<file path="src/rtl/alu_pkg.sv">
// Shared definitions for the RV32I instruction-to-ALU-control encoder.
// Holds the ALU opcode values consumed by the execute stage, the RV32I
// major-opcode constants, the operand-select encodings and the packed
// control packet that travels from the encoder to the ALU.
package alu_pkg;

  // ALU opcodes: {alt-bit, funct3}, so R-type words map onto them directly
  localparam logic [3:0] ALU_ADD  = 4'b0000;
  localparam logic [3:0] ALU_SUB  = 4'b1000;
  localparam logic [3:0] ALU_SLL  = 4'b0001;
  localparam logic [3:0] ALU_SLT  = 4'b0010;
  localparam logic [3:0] ALU_SLTU = 4'b0011;
  localparam logic [3:0] ALU_XOR  = 4'b0100;
  localparam logic [3:0] ALU_SRL  = 4'b0101;
  localparam logic [3:0] ALU_SRA  = 4'b1101;
  localparam logic [3:0] ALU_OR   = 4'b0110;
  localparam logic [3:0] ALU_AND  = 4'b0111;

  // RV32I major opcodes (insn[6:0])
  localparam logic [6:0] OPC_LOAD   = 7'b0000011;
  localparam logic [6:0] OPC_OPIMM  = 7'b0010011;
  localparam logic [6:0] OPC_AUIPC  = 7'b0010111;
  localparam logic [6:0] OPC_STORE  = 7'b0100011;
  localparam logic [6:0] OPC_OP     = 7'b0110011;
  localparam logic [6:0] OPC_LUI    = 7'b0110111;
  localparam logic [6:0] OPC_BRANCH = 7'b1100011;
  localparam logic [6:0] OPC_JALR   = 7'b1100111;
  localparam logic [6:0] OPC_JAL    = 7'b1101111;

  // Operand selects
  localparam logic [1:0] OPA_RS1  = 2'b00;
  localparam logic [1:0] OPA_PC   = 2'b01;
  localparam logic [1:0] OPA_ZERO = 2'b10;
  localparam logic       OPB_RS2  = 1'b0;
  localparam logic       OPB_IMM  = 1'b1;

  // 7-bit ALU control packet
  typedef struct packed {
    logic [3:0] aluOp;
    logic [1:0] opaSel;
    logic       opbSel;
  } ctrl_t;

  // What actually flows through the pipeline: control plus illegal flag
  typedef struct packed {
    logic  illegal;
    ctrl_t ctrl;
  } pkt_t;

endpackage

</file>
<file path="src/rtl/skid_buffer.sv">
// Two-entry valid/ready skid buffer.
// Ports:
//   i_clk, i_rst_n      clock, asynchronous active-low reset
//   i_vld/o_rdy/i_data  upstream handshake and payload
//   o_vld/i_rdy/o_data  downstream handshake and registered payload
// o_rdy comes straight from the skid-valid flop, so there is no
// combinational path from i_rdy back to o_rdy.
module skid_buffer #(
  parameter int WIDTH = 8
) (
  input  logic             i_clk,
  input  logic             i_rst_n,
  input  logic             i_vld,
  output logic             o_rdy,
  input  logic [WIDTH-1:0] i_data,
  output logic             o_vld,
  input  logic             i_rdy,
  output logic [WIDTH-1:0] o_data
);

  logic [WIDTH-1:0] outData_q, outData_d;
  logic [WIDTH-1:0] skidData_q, skidData_d;
  logic             outVld_q, outVld_d;
  logic             skidVld_q, skidVld_d;
  logic             accept;

  assign o_rdy  = ~skidVld_q;
  assign o_vld  = outVld_q;
  assign o_data = outData_q;
  assign accept = i_vld & ~skidVld_q;

  // The output register refills whenever it is empty or draining. The
  // skid entry always wins because it is older than anything upstream;
  // an accept cannot coincide with a valid skid entry since o_rdy is low.
  always_comb begin
    outData_d  = outData_q;
    outVld_d   = outVld_q;
    skidData_d = skidData_q;
    skidVld_d  = skidVld_q;
    if (!outVld_q || i_rdy) begin
      if (skidVld_q) begin
        outData_d = skidData_q;
        outVld_d  = 1'b1;
        skidVld_d = 1'b0;
      end else begin
        outVld_d = accept;
        if (accept) begin
          outData_d = i_data;
        end
      end
    end else if (accept) begin
      skidData_d = i_data;
      skidVld_d  = 1'b1;
    end
  end

  always_ff @(posedge i_clk or negedge i_rst_n) begin
    if (!i_rst_n) begin
      outData_q  <= '0;
      outVld_q   <= 1'b0;
      skidData_q <= '0;
      skidVld_q  <= 1'b0;
    end else begin
      outData_q  <= outData_d;
      outVld_q   <= outVld_d;
      skidData_q <= skidData_d;
      skidVld_q  <= skidVld_d;
    end
  end

endmodule

</file>
<file path="src/rtl/alu_op_encoder.sv">
// Pipelined RV32I instruction-to-ALU-control encoder.
// Ports:
//   i_clk, i_rst_n           clock, asynchronous active-low reset
//   i_insn_vld/o_insn_rdy    instruction handshake, i_insn payload
//   o_dec_vld/i_dec_rdy      control-packet handshake
//   o_alu_op, o_opa_sel,
//   o_opb_sel, o_illegal     registered control packet
//   i_cnt_clr, o_illegal_cnt saturating count of accepted illegal words
module alu_op_encoder
  import alu_pkg::*;
#(
  parameter int CNT_W = 8
) (
  input  logic             i_clk,
  input  logic             i_rst_n,
  input  logic             i_insn_vld,
  output logic             o_insn_rdy,
  input  logic [31:0]      i_insn,
  output logic             o_dec_vld,
  input  logic             i_dec_rdy,
  output logic [3:0]       o_alu_op,
  output logic [1:0]       o_opa_sel,
  output logic             o_opb_sel,
  output logic             o_illegal,
  input  logic             i_cnt_clr,
  output logic [CNT_W-1:0] o_illegal_cnt
);

  localparam logic [CNT_W-1:0] CNT_MAX = '1;

  // Illegal words come out as an all-zero control with the flag set.
  function automatic pkt_t encodeInsn(input logic [31:0] insn);
    pkt_t       pkt;
    logic [2:0] funct3;
    logic [6:0] funct7;
    logic       f7Base;
    logic       f7Alt;
    funct3 = insn[14:12];
    funct7 = insn[31:25];
    f7Base = (funct7 == 7'b0000000);
    f7Alt  = (funct7 == 7'b0100000);
    pkt = '{illegal: 1'b1, ctrl: '{aluOp: ALU_ADD, opaSel: OPA_RS1, opbSel: OPB_RS2}};
    // insn[1:0] != 11 never matches any opcode below, so it lands on the default
    case (insn[6:0])
      OPC_OP: begin
        // insn[30] only selects SUB/SRA; on other funct3 it is undefined
        if (f7Base || (f7Alt && (funct3 == 3'b000 || funct3 == 3'b101))) begin
          pkt.illegal = 1'b0;
          pkt.ctrl    = '{aluOp: {insn[30], funct3}, opaSel: OPA_RS1, opbSel: OPB_RS2};
        end
      end
      OPC_OPIMM: begin
        // For non-shifts insn[30] is immediate data, hence the funct3 gate
        if ((funct3 != 3'b001 || f7Base) && (funct3 != 3'b101 || f7Base || f7Alt)) begin
          pkt.illegal = 1'b0;
          pkt.ctrl    = '{aluOp: {(funct3 == 3'b101) & insn[30], funct3},
                          opaSel: OPA_RS1, opbSel: OPB_IMM};
        end
      end
      OPC_LOAD, OPC_STORE, OPC_JALR: begin
        pkt.illegal = 1'b0;
        pkt.ctrl    = '{aluOp: ALU_ADD, opaSel: OPA_RS1, opbSel: OPB_IMM};
      end
      OPC_BRANCH, OPC_JAL, OPC_AUIPC: begin
        pkt.illegal = 1'b0;
        pkt.ctrl    = '{aluOp: ALU_ADD, opaSel: OPA_PC, opbSel: OPB_IMM};
      end
      OPC_LUI: begin
        pkt.illegal = 1'b0;
        pkt.ctrl    = '{aluOp: ALU_ADD, opaSel: OPA_ZERO, opbSel: OPB_IMM};
      end
      default: ;
    endcase
    return pkt;
  endfunction

  pkt_t             encPkt;
  logic [7:0]       outBits;
  pkt_t             outPkt;
  logic             acceptInsn;
  logic [CNT_W-1:0] illegalCnt_q, illegalCnt_d;

  assign encPkt     = encodeInsn(i_insn);
  assign acceptInsn = i_insn_vld & o_insn_rdy;

  skid_buffer #(
    .WIDTH ($bits(pkt_t))
  ) uSkid (
    .i_clk   (i_clk),
    .i_rst_n (i_rst_n),
    .i_vld   (i_insn_vld),
    .o_rdy   (o_insn_rdy),
    .i_data  (encPkt),
    .o_vld   (o_dec_vld),
    .i_rdy   (i_dec_rdy),
    .o_data  (outBits)
  );

  assign outPkt    = pkt_t'(outBits);
  assign o_alu_op  = outPkt.ctrl.aluOp;
  assign o_opa_sel = outPkt.ctrl.opaSel;
  assign o_opb_sel = outPkt.ctrl.opbSel;
  assign o_illegal = outPkt.illegal;

  // Clear beats a same-cycle increment; the count sticks at all-ones.
  always_comb begin
    illegalCnt_d = illegalCnt_q;
    if (i_cnt_clr) begin
      illegalCnt_d = '0;
    end else if (acceptInsn && encPkt.illegal && illegalCnt_q != CNT_MAX) begin
      illegalCnt_d = illegalCnt_q + CNT_W'(1);
    end
  end

  always_ff @(posedge i_clk or negedge i_rst_n) begin
    if (!i_rst_n) begin
      illegalCnt_q <= '0;
    end else begin
      illegalCnt_q <= illegalCnt_d;
    end
  end

  assign o_illegal_cnt = illegalCnt_q;

endmodule

</file>
<file path="config.mk">
export PLATFORM = sky130hd
export DESIGN_NAME = alu_op_encoder
export DESIGN_NICKNAME = d
export VERILOG_FILES = /design/src/rtl/alu_pkg.sv /design/src/rtl/skid_buffer.sv /design/src/rtl/alu_op_encoder.sv
export SDC_FILE = /design/constraint.sdc
export NUM_CORES = 1
export LEC_CHECK = 0
export BUFFER_PORTS_ARGS = -buffer_cell sky130_fd_sc_hd__buf_2
export CAP_MARGIN = 20
export CELL_PAD_IN_SITES_DETAIL_PLACEMENT = 0
export CELL_PAD_IN_SITES_GLOBAL_PLACEMENT = 1
export CORE_ASPECT_RATIO = 0.75
export CORE_MARGIN = 8
export CORE_UTILIZATION = 39
export CTS_CLUSTER_SIZE = 8
export DETAILED_ROUTE_END_ITERATION = 8
export GPL_TIMING_DRIVEN = 0
export HOLD_SLACK_MARGIN = 0.08
export MAX_ROUTING_LAYER = met4
export PLACE_DENSITY_LB_ADDON = 0.1
export SLEW_MARGIN = 5
export SYNTH_ARGS = -nofsm -noshare
export SYNTH_HDL_FRONTEND = slang
export SYNTH_HIERARCHICAL = 1
export SYNTH_SLANG_ARGS = --single-unit
</file>
<file path="constraint.sdc">
create_clock -name i_clk -period 3.1 [get_ports i_clk]
set_clock_uncertainty 0.05 [all_clocks]
set_input_delay 0.62 -clock i_clk [delete_from_list [all_inputs] [get_ports i_clk]]
set_output_delay 0.62 -clock i_clk [all_outputs]
set_load 0.005 [all_outputs]
</file>
==> flow_summary.ini <==
[status]
status = finished, final reports clean

[die]
initial_core_util = 0.404
rows = 19
coreArea_um2 = 3660
io_pins = 55
dieWidth_um = 87.1
die_height_um = 69.4
dieArea_um2 = 6040

[detailed_routing]
drt-pass1-iter-count = 4
wl_um = 3270
avgRoutedWirePerCell_um = 14.2
drcViolationCount = 0
via_count = 1192
drt_iter0_drc = 49
vias_per_cell = 5.18
postRouteAntennaNets = 0

[timing]
fin_crit_ns = 2.65
setup_viol = 0
post-route-period-util = 0.854
fmax_mhz = 378
final.setup.tns_ns = 0
slew_viol_final = 0
hold_viol = 0
worst-slew-pin-transition_ns = 0.575
rsz0062_at_grt = false
slew_headroom = 0.616

[worst_setup_path]
crit_type = in2reg
cp.arrival_ns = 2.75
cp.required_ns = 3.20
r2r_slack_ns = 1.13
crit_path_max_fanout = 2
r2r_cells = 7
path_common_cell = mux2_2
startpoint_type = input pin
path_depth = 8
path_cells = buf_2, or4_1, o41ai_1, o2111ai_2, nor2_1, inv_1, mux2_2, mux2_2
cp_slowest_stage_delay_ns = 0.54
cp-end-kind = register
crit_family = simple AND/OR/NAND/NOR gates
crit_buf_inv = 2
cp_slowest_cell = or4_1

[grt]
grt_max_degree = 27
grt_overflow = 0
grt_first_pass_wirelength_um = 5480
track_usage = 0.115
antenna_found_initial = 0
grt_pass1_vias = 1163

[synth]
ys.flop_type = dfrtp_1
synth_top_area_share = 0.440
synth_area_leader_cell = dfrtp_1
syn_nets = 174
yosys_register_bits = 26
async_flop_share = 1.00
synthTopCellsByCount = dfrtp_1 (26), mux2_2 (24), nand2_1 (7), nand3_1 (7), o21ai_0 (7)
synthTopCellsByArea = dfrtp_1 (44%), mux2_2 (18%), nand3_1 (2.4%)
netlist-cell-type-count = 40
synth-warning-count = 6
synth_edf_count = 0
syn_area_per_cell_um2 = 10.9
synth-seq-area-share = 0.440
yosysMostFrequentCell = dfrtp_1
synth_area_um2 = 1480
netlist_instances = 136

[placed_design]
place_area_um2 = 1740
numPortBuffers = 38
gp_congestion = 0.739
dp_cells = 226
dp_hpwl_um = 2640

[hold_path]
hold_path_class = in2async

[clocking]
clock_latency_ns = 0.26
cts_hold_buf = 0
cts.sinks = 26
cts_setup_buffers = 0
clockRootBuffer = clkbuf_8
cts_buffers = 3
clkTransAtPathRegs_ns = 0.08
cts_tree = yes
cts_htree_levels = 1
post_cts_resize_count = 0
cts_buffer_depth = 2

[job]
cap_violations = 0

[finish]
fin_cells = 230
fin_area_um2 = 1790
fillerInstances = 386
nets = 217
drive_above_1_share = 0.455
syn_to_final_growth_pct = 21.0
multi_input_area_um2 = 786
seq_area_um2 = 651
antenna_cells = 0
fin_util = 0.489

[pwr]
cellPowerDensity_nw_per_um2 = 373
leakagePower_uw = 0.000872
total_power_uw = 668
peakVddDrop_mv = 0.257
cell families after synthesis:
family	Yosys count	synth area share
flip-flops	26	0.440
AO/OA/AOI/OAI	22	0.0972
adder cells (fa/ha/maj)	1	0.00845
AND/OR/NAND/NOR	52	0.224
buffers and inverters	8	0.0296
multiplexers	25	0.189
XOR/XNOR	2	0.0118
power by group:
group	switching [uW]	total [uW]	internal (uW)
Combinational	52.3	98.9	46.7
Sequential	9.32	358	349
Clock	97.7	211	113
flip-flops by register name, summed over array words and instances, names as in the netlist:
name              cells
uSkid/skidVld_q       1
uSkid/o_data          8
uSkid/o_vld           1
o_illegal_cnt         8
uSkid/skidData_q      8
placed cells by master (no fill, tap or decap), types with 2 or more instances in the layout:
cell type,count
buf_2,40
dfrtp_1,26
mux2_2,24
nand2_1,7
o21ai_0,7
nand3_1,7
a21oi_1,6
nor2_1,6
or4_1,4
inv_1,4
clkbuf_8,4
and2b_2,3
or3_1,3
and2b_1,2
nand3b_1,2
nor3_1,2
xor2_1,2
nand2b_1,2
a31oi_1,2
and2_1,2
and3_1,2
nor2b_1,2
final timing paths:
kind / endpoint / startpoint
worst max register to register: o_illegal_cnt[6]$_DFFE_PN0P_ / o_illegal_cnt[3]$_DFFE_PN0P_
max in group asynchronous: uSkid/skidData_q[0]$_DFFE_PN0P_ / i_rst_n
worst min register to register: uSkid/o_data[5]$_DFFE_PN0P_ / uSkid/o_data[5]$_DFFE_PN0P_
min in group i_clk: uSkid/o_data[5]$_DFFE_PN0P_ / uSkid/o_data[5]$_DFFE_PN0P_
worst min-delay path: uSkid/o_data[5]$_DFFE_PN0P_ / i_rst_n
worst max-delay path: uSkid/o_data[7]$_DFFE_PN0P_ / i_insn[26]
cell type report:
class | count | share of cell area
repair buffers | 38 | 0.106
clock buffers | 4 | 0.0307
well taps | 52 | 0.0363
plain buffers | 4 | 0.0161
flip-flops and latches | 26 | 0.363
inverters | 4 | 0.00839
multi-input cells | 102 | 0.439
metal layers:
layer | part of all wire | routed length, um | track usage
met5 | 0 | 0 | -
met2 | 0.49 | 1590 | 0.174
met3 | 0.045 | 146 | 0.0367
met1 | 0.47 | 1530 | 0.146
met4 | 0.0034 | 11 | 0.0228
stage by stage:
step	setup slack (ns)	hold WS [ns]
after floorplan	0.507	0.274
after global placement	0.188	0.433
after detailed placement	0.144	0.441
after CTS	0.429	0.306
after global routing	0.344	0.330
final	0.452	0.292
Power figures use the tool's default switching activity.
